**src/rtl/pipe_cu_pkg.sv**
```systemverilog
// pipe_cu_pkg: shared encodings for the pipelined RV32I control unit.
//   - opcode constants for every instruction class the decoder knows
//   - ALU / writeback-select / forward-select encodings
//   - ctrl_t: the control bundle carried from ID through WB
package pipe_cu_pkg;

    localparam logic [6:0] OPC_R_TYPE = 7'b0110011;
    localparam logic [6:0] OPC_I_TYPE = 7'b0010011;
    localparam logic [6:0] OPC_LOAD   = 7'b0000011;
    localparam logic [6:0] OPC_STORE  = 7'b0100011;
    localparam logic [6:0] OPC_B_TYPE = 7'b1100011;
    localparam logic [6:0] OPC_JAL    = 7'b1101111;
    localparam logic [6:0] OPC_JALR   = 7'b1100111;
    localparam logic [6:0] OPC_LUI    = 7'b0110111;
    localparam logic [6:0] OPC_AUIPC  = 7'b0010111;
    localparam logic [6:0] OPC_ECALL  = 7'b1110011;

    localparam logic [3:0] ALU_ADD   = 4'b0000;
    localparam logic [3:0] ALU_PASSB = 4'b1111;

    localparam logic [1:0] WB_DATAR = 2'd0;
    localparam logic [1:0] WB_ALU   = 2'd1;
    localparam logic [1:0] WB_PC4   = 2'd2;

    localparam logic [1:0] FWD_RF    = 2'b00;
    localparam logic [1:0] FWD_EXMEM = 2'b01;
    localparam logic [1:0] FWD_MEMWB = 2'b10;

    typedef struct packed {
        logic       valid;
        logic       asel;
        logic       bsel;
        logic [3:0] alusel;
        logic       brun;
        logic       memrw;
        logic       regwen;
        logic [1:0] wbsel;
        logic       jump;
        logic       branch;
        logic       is_load;
        logic       ecall;
        logic       illegal;
        logic [2:0] func3;
    } ctrl_t;

    // A bubble writes nothing; WBSel rests at ALU so idle outputs are 0 except wb_WBSel.
    function automatic ctrl_t ctrl_bubble();
        ctrl_t c;
        c       = '0;
        c.wbsel = WB_ALU;
        return c;
    endfunction

endpackage

```
**src/rtl/pipe_cu_if.sv**
```systemverilog
// pipe_cu_if: ID/EX-side inputs and per-stage control outputs of pipe_cu.
//   master: the datapath (drives ID fields and comparator results, reads controls)
//   slave:  pipe_cu
interface pipe_cu_if #(parameter int REG_AW = 5);
    logic              id_valid;
    logic [6:0]        OPC;
    logic [2:0]        func3;
    logic [6:0]        func7;
    logic [REG_AW-1:0] rs1;
    logic [REG_AW-1:0] rs2;
    logic [REG_AW-1:0] rd;
    logic              BrEQ;
    logic              BrLT;
    logic              ex_ASel;
    logic              ex_BSel;
    logic [3:0]        ex_ALUSel;
    logic              ex_BrUn;
    logic              ex_PCSel;
    logic [1:0]        fwdA;
    logic [1:0]        fwdB;
    logic              mem_MemRW;
    logic [2:0]        mem_func3;
    logic              wb_RegWEn;
    logic [1:0]        wb_WBSel;
    logic [REG_AW-1:0] wb_rd;
    logic              stall;
    logic              flush;
    logic              illegal;
    logic              halt;

    modport master (
        output id_valid, OPC, func3, func7, rs1, rs2, rd, BrEQ, BrLT,
        input  ex_ASel, ex_BSel, ex_ALUSel, ex_BrUn, ex_PCSel, fwdA, fwdB,
               mem_MemRW, mem_func3, wb_RegWEn, wb_WBSel, wb_rd,
               stall, flush, illegal, halt
    );

    modport slave (
        input  id_valid, OPC, func3, func7, rs1, rs2, rd, BrEQ, BrLT,
        output ex_ASel, ex_BSel, ex_ALUSel, ex_BrUn, ex_PCSel, fwdA, fwdB,
               mem_MemRW, mem_func3, wb_RegWEn, wb_WBSel, wb_rd,
               stall, flush, illegal, halt
    );
endinterface

```
**src/rtl/pipe_cu_decode.sv**
```systemverilog
// pipe_cu_decode: combinational ID-stage decode table.
//   in:  id_valid, opc, func3, func7, rd_zero (rd == x0)
//   out: ctrl (control bundle for ID->EX), use_rs1/use_rs2 (sources actually read)
module pipe_cu_decode
    import pipe_cu_pkg::*;
(
    input  logic       id_valid,
    input  logic [6:0] opc,
    input  logic [2:0] func3,
    input  logic [6:0] func7,
    input  logic       rd_zero,
    output ctrl_t      ctrl,
    output logic       use_rs1,
    output logic       use_rs2
);

    logic unused_func7;
    assign unused_func7 = ^{func7[6], func7[4:0]};

    always_comb begin
        ctrl    = ctrl_bubble();
        use_rs1 = 1'b0;
        use_rs2 = 1'b0;
        if (id_valid) begin
            ctrl.valid = 1'b1;
            ctrl.func3 = func3;
            use_rs1    = (opc != OPC_LUI) && (opc != OPC_JAL);
            case (opc)
                OPC_R_TYPE: begin
                    ctrl.regwen = 1'b1;
                    ctrl.alusel = {func7[5], func3};
                    use_rs2     = 1'b1;
                end
                OPC_I_TYPE: begin
                    ctrl.bsel   = 1'b1;
                    ctrl.regwen = 1'b1;
                    // only SRAI uses func7[5]; for other immediates it is immediate data
                    ctrl.alusel = {(func3 == 3'b101) && func7[5], func3};
                end
                OPC_LOAD: begin
                    ctrl.bsel    = 1'b1;
                    ctrl.regwen  = 1'b1;
                    ctrl.wbsel   = WB_DATAR;
                    ctrl.is_load = 1'b1;
                end
                OPC_STORE: begin
                    ctrl.bsel  = 1'b1;
                    ctrl.memrw = 1'b1;
                    use_rs2    = 1'b1;
                end
                OPC_B_TYPE: begin
                    ctrl.asel   = 1'b1;
                    ctrl.bsel   = 1'b1;
                    ctrl.brun   = func3[1];
                    ctrl.branch = 1'b1;
                    use_rs2     = 1'b1;
                end
                OPC_JAL: begin
                    ctrl.asel   = 1'b1;
                    ctrl.bsel   = 1'b1;
                    ctrl.regwen = 1'b1;
                    ctrl.wbsel  = WB_PC4;
                    ctrl.jump   = 1'b1;
                end
                OPC_JALR: begin
                    ctrl.bsel   = 1'b1;
                    ctrl.regwen = 1'b1;
                    ctrl.wbsel  = WB_PC4;
                    ctrl.jump   = 1'b1;
                end
                OPC_LUI: begin
                    ctrl.bsel   = 1'b1;
                    ctrl.regwen = 1'b1;
                    ctrl.alusel = ALU_PASSB;
                end
                OPC_AUIPC: begin
                    ctrl.asel   = 1'b1;
                    ctrl.bsel   = 1'b1;
                    ctrl.regwen = 1'b1;
                end
                OPC_ECALL: ctrl.ecall   = 1'b1;
                default:   ctrl.illegal = 1'b1;
            endcase
            if (rd_zero) ctrl.regwen = 1'b0;
        end
    end

endmodule

```
**src/rtl/pipe_cu.sv**
```systemverilog
// pipe_cu: pipelined control unit for the 5-stage RV32I core.
//   clock, reset : core clock, synchronous active-high reset
//   bus (slave)  : ID fields + BrEQ/BrLT in; per-stage controls, forward selects,
//                  stall/flush, illegal pulse and sticky halt out
//   ENABLE_FWD   : 1 forwarding + load-use stall; 0 no forwarding, stall on any RAW
module pipe_cu
    import pipe_cu_pkg::*;
#(
    parameter int REG_AW     = 5,
    parameter bit ENABLE_FWD = 1'b1
)
(
    input logic     clock,
    input logic     reset,
    pipe_cu_if.slave bus
);

    ctrl_t id_ctrl;
    logic  id_use_rs1, id_use_rs2;

    pipe_cu_decode u_decode (
        .id_valid (bus.id_valid),
        .opc      (bus.OPC),
        .func3    (bus.func3),
        .func7    (bus.func7),
        .rd_zero  (bus.rd == '0),
        .ctrl     (id_ctrl),
        .use_rs1  (id_use_rs1),
        .use_rs2  (id_use_rs2)
    );

    ctrl_t             ex_q, ex_d, mem_q, mem_d, wb_q, wb_d;
    logic [REG_AW-1:0] ex_rd_q, ex_rd_d, ex_rs1_q, ex_rs1_d, ex_rs2_q, ex_rs2_d;
    logic [REG_AW-1:0] mem_rd_q, mem_rd_d, wb_rd_q, wb_rd_d;
    logic              halt_q, halt_d;

    logic       br_taken, ex_pcsel, raw_hazard, halt, stall;
    logic [1:0] fwd_a, fwd_b;

    function automatic logic id_reads(input logic [REG_AW-1:0] r,
                                      input logic [REG_AW-1:0] s1, input logic [REG_AW-1:0] s2,
                                      input logic u1, input logic u2);
        return (r != '0) && ((u1 && (s1 == r)) || (u2 && (s2 == r)));
    endfunction

    always_comb begin
        br_taken = 1'b0;
        case (ex_q.func3)
            3'b000:         br_taken = bus.BrEQ;
            3'b001:         br_taken = !bus.BrEQ;
            3'b100, 3'b110: br_taken = bus.BrLT;
            3'b101, 3'b111: br_taken = !bus.BrLT;
            default:        br_taken = 1'b0;
        endcase
        ex_pcsel = ex_q.valid && (ex_q.jump || (ex_q.branch && br_taken));
    end

    always_comb begin
        if (ENABLE_FWD) begin
            raw_hazard = ex_q.valid && ex_q.is_load &&
                         id_reads(ex_rd_q, bus.rs1, bus.rs2, id_use_rs1, id_use_rs2);
        end else begin
            raw_hazard = (ex_q.regwen  && id_reads(ex_rd_q,  bus.rs1, bus.rs2, id_use_rs1, id_use_rs2)) ||
                         (mem_q.regwen && id_reads(mem_rd_q, bus.rs1, bus.rs2, id_use_rs1, id_use_rs2)) ||
                         (wb_q.regwen  && id_reads(wb_rd_q,  bus.rs1, bus.rs2, id_use_rs1, id_use_rs2));
        end
        halt  = halt_q || (wb_q.valid && wb_q.ecall);
        // a taken redirect squashes the ID instruction, so holding it would be pointless
        stall = !ex_pcsel && (halt || raw_hazard);
    end

    always_comb begin
        fwd_a = FWD_RF;
        fwd_b = FWD_RF;
        if (ENABLE_FWD) begin
            // a load in EX/MEM has no data yet; the load-use stall covers that case
            if (mem_q.regwen && !mem_q.is_load && (mem_rd_q == ex_rs1_q)) fwd_a = FWD_EXMEM;
            else if (wb_q.regwen && (wb_rd_q == ex_rs1_q))                fwd_a = FWD_MEMWB;
            if (mem_q.regwen && !mem_q.is_load && (mem_rd_q == ex_rs2_q)) fwd_b = FWD_EXMEM;
            else if (wb_q.regwen && (wb_rd_q == ex_rs2_q))                fwd_b = FWD_MEMWB;
        end
    end

    always_comb begin
        ex_d     = id_ctrl;
        ex_rd_d  = bus.rd;
        ex_rs1_d = bus.rs1;
        ex_rs2_d = bus.rs2;
        if (stall || ex_pcsel || !bus.id_valid) begin
            ex_d     = ctrl_bubble();
            ex_rd_d  = '0;
            ex_rs1_d = '0;
            ex_rs2_d = '0;
        end
        mem_d    = ex_q;
        mem_rd_d = ex_rd_q;
        wb_d     = mem_q;
        wb_rd_d  = mem_rd_q;
        halt_d   = halt;
    end

    always_ff @(posedge clock) begin
        if (reset) begin
            ex_q     <= ctrl_bubble();
            mem_q    <= ctrl_bubble();
            wb_q     <= ctrl_bubble();
            ex_rd_q  <= '0;
            ex_rs1_q <= '0;
            ex_rs2_q <= '0;
            mem_rd_q <= '0;
            wb_rd_q  <= '0;
            halt_q   <= 1'b0;
        end else begin
            ex_q     <= ex_d;
            mem_q    <= mem_d;
            wb_q     <= wb_d;
            ex_rd_q  <= ex_rd_d;
            ex_rs1_q <= ex_rs1_d;
            ex_rs2_q <= ex_rs2_d;
            mem_rd_q <= mem_rd_d;
            wb_rd_q  <= wb_rd_d;
            halt_q   <= halt_d;
        end
    end

    logic unused_wb;
    assign unused_wb = ^wb_q;

    assign bus.ex_ASel   = ex_q.asel;
    assign bus.ex_BSel   = ex_q.bsel;
    assign bus.ex_ALUSel = ex_q.alusel;
    assign bus.ex_BrUn   = ex_q.brun;
    assign bus.ex_PCSel  = ex_pcsel;
    assign bus.fwdA      = fwd_a;
    assign bus.fwdB      = fwd_b;
    assign bus.mem_MemRW = mem_q.memrw;
    assign bus.mem_func3 = mem_q.func3;
    assign bus.wb_RegWEn = wb_q.regwen;
    assign bus.wb_WBSel  = wb_q.wbsel;
    assign bus.wb_rd     = wb_rd_q;
    assign bus.stall     = stall;
    assign bus.flush     = ex_pcsel;
    assign bus.illegal   = ex_q.valid && ex_q.illegal;
    assign bus.halt      = halt;

endmodule
```
**src/flat_wrapper.sv**
```systemverilog
// flat-port wrapper written by rule: the top's interface ports become plain ports
module pipe_cu_flat import pipe_cu_pkg::*;
#(
    parameter int REG_AW     = 5,
    parameter bit ENABLE_FWD = 1'b1
)
  (clock, reset, bus_id_valid, bus_OPC, bus_func3, bus_func7, bus_rs1, bus_rs2, bus_rd, bus_BrEQ, bus_BrLT, bus_ex_ASel, bus_ex_BSel, bus_ex_ALUSel, bus_ex_BrUn, bus_ex_PCSel, bus_fwdA, bus_fwdB, bus_mem_MemRW, bus_mem_func3, bus_wb_RegWEn, bus_wb_WBSel, bus_wb_rd, bus_stall, bus_flush, bus_illegal, bus_halt);
  pipe_cu_if #(.REG_AW(REG_AW)) bus_i ();
  input logic clock;
  input logic reset;
  input wire logic [$bits(bus_i.id_valid)-1:0] bus_id_valid;
  input wire logic [$bits(bus_i.OPC)-1:0] bus_OPC;
  input wire logic [$bits(bus_i.func3)-1:0] bus_func3;
  input wire logic [$bits(bus_i.func7)-1:0] bus_func7;
  input wire logic [$bits(bus_i.rs1)-1:0] bus_rs1;
  input wire logic [$bits(bus_i.rs2)-1:0] bus_rs2;
  input wire logic [$bits(bus_i.rd)-1:0] bus_rd;
  input wire logic [$bits(bus_i.BrEQ)-1:0] bus_BrEQ;
  input wire logic [$bits(bus_i.BrLT)-1:0] bus_BrLT;
  output wire logic [$bits(bus_i.ex_ASel)-1:0] bus_ex_ASel;
  output wire logic [$bits(bus_i.ex_BSel)-1:0] bus_ex_BSel;
  output wire logic [$bits(bus_i.ex_ALUSel)-1:0] bus_ex_ALUSel;
  output wire logic [$bits(bus_i.ex_BrUn)-1:0] bus_ex_BrUn;
  output wire logic [$bits(bus_i.ex_PCSel)-1:0] bus_ex_PCSel;
  output wire logic [$bits(bus_i.fwdA)-1:0] bus_fwdA;
  output wire logic [$bits(bus_i.fwdB)-1:0] bus_fwdB;
  output wire logic [$bits(bus_i.mem_MemRW)-1:0] bus_mem_MemRW;
  output wire logic [$bits(bus_i.mem_func3)-1:0] bus_mem_func3;
  output wire logic [$bits(bus_i.wb_RegWEn)-1:0] bus_wb_RegWEn;
  output wire logic [$bits(bus_i.wb_WBSel)-1:0] bus_wb_WBSel;
  output wire logic [$bits(bus_i.wb_rd)-1:0] bus_wb_rd;
  output wire logic [$bits(bus_i.stall)-1:0] bus_stall;
  output wire logic [$bits(bus_i.flush)-1:0] bus_flush;
  output wire logic [$bits(bus_i.illegal)-1:0] bus_illegal;
  output wire logic [$bits(bus_i.halt)-1:0] bus_halt;
  assign bus_i.id_valid = bus_id_valid;
  assign bus_i.OPC = bus_OPC;
  assign bus_i.func3 = bus_func3;
  assign bus_i.func7 = bus_func7;
  assign bus_i.rs1 = bus_rs1;
  assign bus_i.rs2 = bus_rs2;
  assign bus_i.rd = bus_rd;
  assign bus_i.BrEQ = bus_BrEQ;
  assign bus_i.BrLT = bus_BrLT;
  assign bus_ex_ASel = bus_i.ex_ASel;
  assign bus_ex_BSel = bus_i.ex_BSel;
  assign bus_ex_ALUSel = bus_i.ex_ALUSel;
  assign bus_ex_BrUn = bus_i.ex_BrUn;
  assign bus_ex_PCSel = bus_i.ex_PCSel;
  assign bus_fwdA = bus_i.fwdA;
  assign bus_fwdB = bus_i.fwdB;
  assign bus_mem_MemRW = bus_i.mem_MemRW;
  assign bus_mem_func3 = bus_i.mem_func3;
  assign bus_wb_RegWEn = bus_i.wb_RegWEn;
  assign bus_wb_WBSel = bus_i.wb_WBSel;
  assign bus_wb_rd = bus_i.wb_rd;
  assign bus_stall = bus_i.stall;
  assign bus_flush = bus_i.flush;
  assign bus_illegal = bus_i.illegal;
  assign bus_halt = bus_i.halt;
  pipe_cu #(.REG_AW(REG_AW), .ENABLE_FWD(ENABLE_FWD)) u_core (.clock(clock), .reset(reset), .bus(bus_i));
endmodule
```
**config.mk**
```make
export PLATFORM = sky130hd
export DESIGN_NAME = pipe_cu_flat
export DESIGN_NICKNAME = d
export VERILOG_FILES = /design/src/rtl/pipe_cu_pkg.sv /design/src/rtl/pipe_cu_if.sv /design/src/rtl/pipe_cu_decode.sv /design/src/rtl/pipe_cu.sv /design/src/flat_wrapper.sv
export SDC_FILE = /design/constraint.sdc
export NUM_CORES = 1
export LEC_CHECK = 0
export ABC_CLOCK_PERIOD_IN_PS = 2200
export CAP_MARGIN = 10
export CORE_MARGIN = 2
export CORE_UTILIZATION = 48
export DETAILED_ROUTE_END_ITERATION = 8
export GPL_TIMING_DRIVEN = 0
export PLACE_DENSITY = 0.84
export SYNTH_ARGS = -nofsm -noshare
export SYNTH_HDL_FRONTEND = slang
export SYNTH_SLANG_ARGS = --single-unit
export TNS_END_PERCENT = 1
```
**constraint.sdc**
```tcl
create_clock -name clock -period 2.2 [get_ports clock]
set_input_delay 0.22 -clock clock [delete_from_list [all_inputs] [get_ports clock]]
set_output_delay 0.22 -clock clock [all_outputs]
set_load 0.02 [all_outputs]
```
==> results.rst, run 1 <==
.. list-table::
   :header-rows: 1

   * - Metric
     - Value
   * - Top cells by area, synth
     - sky130_fd_sc_hd__dfxtp_1, sky130_fd_sc_hd__nor2b_1, sky130_fd_sc_hd__xor2_1
   * - Status
     - finished, violations left
   * - Failing checks
     - setup timing
   * - Cells after DPL
     - 385
   * - Count of unique library cells instantiated by Yosys
     - 43
   * - Number of buffers on the longest clock path
     - 2
   * - Worst path buffer plus inverter count
     - 3
   * - Required time of the critical path
     - 1.98 ns
   * - Share of async-settable or async-resettable flops after synthesis
     - 0%
   * - Die width
     - 77.17 um
   * - Number of max-cap violations
     - 0
   * - Number of placed I/O pins
     - 65
   * - Min cycle time layout
     - 2.244 ns
   * - Cell repeated most along the worst path
     - sky130_fd_sc_hd__a21oi_1
   * - Final worst-path setup slack
     - -0.04381 ns
   * - Worst vdd rail ir drop
     - 0.3362 mV
   * - Number of instances in the synthesized netlist
     - 259
   * - Largest area contributor in the synthesized netlist
     - sky130_fd_sc_hd__dfxtp_1
   * - Final Instance Count excl. Fillers
     - 402
   * - Hold Fails Final Rpt
     - 0
   * - Slew at the pin closest to its max-slew limit
     - 0.5052 ns
   * - Number of buffers inserted by port buffering
     - 56
   * - Unrepaired setup endpoints after global routing
     - yes
   * - Chip height
     - 77.17 um
   * - Cell area after synthesis
     - 2570 sq um
   * - Power share of the clock group
     - 42.8%
   * - Critical path's slowest cell
     - sky130_fd_sc_hd__clkdlybuf4s50_1
   * - Slew Viols, Final
     - 0
   * - Number of vias in the routed layout
     - 2039
   * - Clock root buffer
     - sky130_fd_sc_hd__clkbuf_8
   * - Cell internal pwr
     - 0.001868 W
   * - Switching portion of total power
     - 21.70%
   * - Sw power
     - 0.0005176 W
   * - Depth of the CTS H-tree
     - 3
   * - CTS sink cnt
     - 60
   * - Fmax achieved
     - 445.7 MHz
   * - Max Fanout on Critical Path
     - 7
   * - Most common cell after layout, fill and taps aside
     - sky130_fd_sc_hd__dfxtp_1
   * - Number of warnings printed during yosys synthesis
     - 0
   * - Worst setup EP type
     - primary output
   * - Layout cells sized above 1
     - 18.67%
   * - Clock Skew
     - 0.01201 ns
   * - ANT cells
     - 0
   * - Maximum number of pins on one net before global-route repair
     - 11
   * - Core Area
     - 5140 sq um
   * - Number of global-route vias before repair
     - 2067
   * - CTS buffer count
     - 9
   * - Post-route DRC violation count
     - 0
   * - Gpl congestion
     - 0.9152
   * - Wire length reported by the detailed router
     - 5.773 mm
   * - Global-route wire length before repair
     - 9.508 mm
   * - Power share of the sequential group
     - 47.5%
   * - Dominant synthesized flop cell
     - sky130_fd_sc_hd__dfxtp_1
   * - Largest delay contributor family on the critical path
     - buffers and inverters
   * - Routed length per placed instance
     - 14.36 um
   * - Clk pin slew, worst setup/hold paths
     - 0.06 ns
   * - Static leakage power
     - 1.532 nW
   * - Sequential fraction of the synthesis area
     - 46.74%
   * - Area share of the largest cell type after synthesis
     - 46.74%
   * - Clock latency on the worst-skew pair
     - 0.34 ns
   * - Final-layout worst hold slack
     - 0.2343 ns
   * - Synthesis-to-layout area growth
     - 35.59%
   * - Number of antenna violations at the first check in global routing
     - 0
   * - TritonCTS clock tree
     - yes
   * - Commonest cells after routing, fill and taps aside
     - sky130_fd_sc_hd__dfxtp_1, sky130_fd_sc_hd__clkdlybuf4s50_1, sky130_fd_sc_hd__nor2b_1, sky130_fd_sc_hd__xor2_1, sky130_fd_sc_hd__buf_4
   * - Startpoint type of the worst setup path
     - input pin
   * - Critical Path Max Stage Delay
     - 0.46 ns
   * - Post-synthesis net count
     - 296
   * - First-pass iteration count of the detailed router
     - 4
   * - Via/cell ratio
     - 5.072
   * - Critical path cell sequence
     - clkdlybuf4s50_1, a21bo_2, nor4_2, and4_1, clkbuf_4, a21oi_1, a21oi_1, buf_4
   * - Synth Register Bits
     - 60
   * - Min-Delay Path Class
     - in -> reg
   * - Tcrit/Tclk final
     - 102.0%
   * - Overall die area
     - 5955 sq um
   * - Power density of the placed cells
     - 684.6 nW/um^2
   * - Data arrival time of the critical path
     - 2.02 ns
   * - Estimated wirelength of the detail-placed design
     - 4.143 mm
   * - Post-layout total power
     - 0.002386 W
   * - Number of DRC markers in iteration 0
     - 67
   * - Total number of placement rows
     - 26
   * - Mapped Avg Cell Area
     - 9.923 sq um
   * - Total global routing track utilization
     - 20.43%
   * - Worst slew slack as a fraction of its limit
     - 66.32%
   * - Initial core utilization
     - 50.00%
   * - Quantity of hold-fixing buffers added after cts
     - 0
   * - Final standard cell utilization of the core
     - 67.79%
   * - Final net count
     - 366
   * - Remaining antenna violation count
     - 0
   * - Number of setup violations in the final report
     - 1
   * - Category of the most critical setup path
     - in -> out
   * - Combinational Power Share
     - 9.8%
   * - Grt ovf
     - 0
   * - Number of enable-type register cells in the synthesized netlist
     - 0
## what timing repair did
| item | in CTS | in global routing |
|---|---|---|
| gates resized for setup | 11 | 9 |
| pin swaps | 0 | 2 |
| setup endpoints to repair | 4 | 6 |
| buffers inserted | 1 | 2 |
## cells by family (layout without fill, tap and decap cells)
kind of cell	Yosys count	count (layout)	synth area share (%)
AOI/OAI and AO/OA	27	27	7.985
DFF	60	60	46.74
xor gates and xnor gates	30	30	10.22
muxes	2	2	0.8763
and+or+nand+nor	111	111	27.56
buffers and inverters	29	102	6.621
## cells in the mapped netlist, types with 2 or more instances
master,instances
sky130_fd_sc_hd__nand2_1,4
sky130_fd_sc_hd__xnor2_1,10
sky130_fd_sc_hd__buf_2,4
sky130_fd_sc_hd__nor4_1,9
sky130_fd_sc_hd__buf_6,2
sky130_fd_sc_hd__mux2_2,2
sky130_fd_sc_hd__dfxtp_1,60
sky130_fd_sc_hd__nand3_1,9
sky130_fd_sc_hd__a21oi_1,9
sky130_fd_sc_hd__o21ai_0,5
sky130_fd_sc_hd__and3_1,15
sky130_fd_sc_hd__xor2_1,20
sky130_fd_sc_hd__nor3_1,8
sky130_fd_sc_hd__or3_1,3
sky130_fd_sc_hd__nand4_1,3
sky130_fd_sc_hd__nor2b_1,28
sky130_fd_sc_hd__buf_4,11
sky130_fd_sc_hd__and3b_1,2
sky130_fd_sc_hd__clkbuf_1,6
sky130_fd_sc_hd__nor2_1,9
sky130_fd_sc_hd__nand2b_1,2
sky130_fd_sc_hd__or2_2,2
sky130_fd_sc_hd__inv_1,5
sky130_fd_sc_hd__nor3_2,9
sky130_fd_sc_hd__and4b_1,2
sky130_fd_sc_hd__a31oi_1,3
## path summary, 6_finish.rpt
kind | depth (start not counted) | startpoint | slack, ns | endpoint
worst min-delay path | 3 | bus_OPC[3] | 0.23 | u_core.bus.ex_ASel
worst min register to register | 1 | u_core.mem_q[8] | 0.41 | u_core.bus.wb_WBSel[0]
worst max register to register | 7 | u_core.ex_rd_q[2] | 0.33 | u_core.ex_rd_q[2]
worst max-delay path | 8 | bus_OPC[5] | -0.04 | bus_stall
## area by class of cell
type	instances	area (sq um)
Inverter	6	22.52
Fill cell	432	1655
Clock inverter	1	30.03
Clock buffer	13	178.9
Buffer	23	150.1
Multi-Input combinational cell	170	1226
Sequential cell	60	1201
Timing Repair Buffer	59	588.1
Tap cell	70	87.58
## power by group through the flow
| stage | logic, W | registers [W] | clock network [W] |
|---|---|---|---|
| 2_1_floorplan | 0.000127 | 0.00115 | 0 |
| 4_1_cts | 0.000228 | 0.00113 | 0.00104 |
| 3_5_place_dp | 0.000224 | 0.00116 | 0 |
| 5_1_grt | 0.000251 | 0.00113 | 0.00108 |
| 6_report | 0.000233 | 0.00113 | 0.00102 |
| 3_3_place_gp | 0.000218 | 0.00115 | 0 |
## through the flow
step / TNS (ns) / instance area [sq um] / setup slack [ns]
floorplan: 0 / 2570 / 0.3171
global placement: -1.239 / 3218 / -0.4965
detailed placement: -1.726 / 3218 / -0.5594
CTS: -0.07205 / 3436 / -0.07205
global route: -0.1745 / 3485 / -0.1129
finish: -0.04381 / 3485 / -0.04381
## registers in the layout, indices dropped and copies added, names as in the netlist, 2 cells and up
signal,cells
u_core.ex_rs2_q,5
u_core.wb_q,2
u_core.bus.wb_WBSel,2
u_core.ex_rs1_q,5
u_core.bus.wb_rd,5
u_core.mem_q,6
u_core.bus.ex_ALUSel,4
u_core.ex_rd_q,5
u_core.ex_q,12
u_core.bus.mem_func3,3
u_core.mem_rd_q,5
## layer usage
| metal | vias to the layer above | routed length, um | track usage [%] |
|---|---|---|---|
| li1 | 1017 | - | - |
| met1 | 959 | 2494 | 23.13 |
| met2 | 49 | 2938 | 35.74 |
| met3 | 14 | 231 | 6.588 |
| met4 | 0 | 109 | 7.500 |
| met5 | - | 0 | 0 |
## worst register-to-register path, delay by kind of cell, from the launching register on
kind / cells / cell delay (ns)
DFF: 1 / 0.36
buffers and inverters: 3 / 0.46
and+or+nand+nor: 3 / 0.75
xor gates and xnor gates: 1 / 0.19
Note: power is estimated with default switching activity, not from simulation.
==> run 2: changes to the inputs <==
Settings changed: CAP_MARGIN 10 to 20.
==> results of run 2 <==
The final DEF is identical to that of run 1; final timing and power are the same.
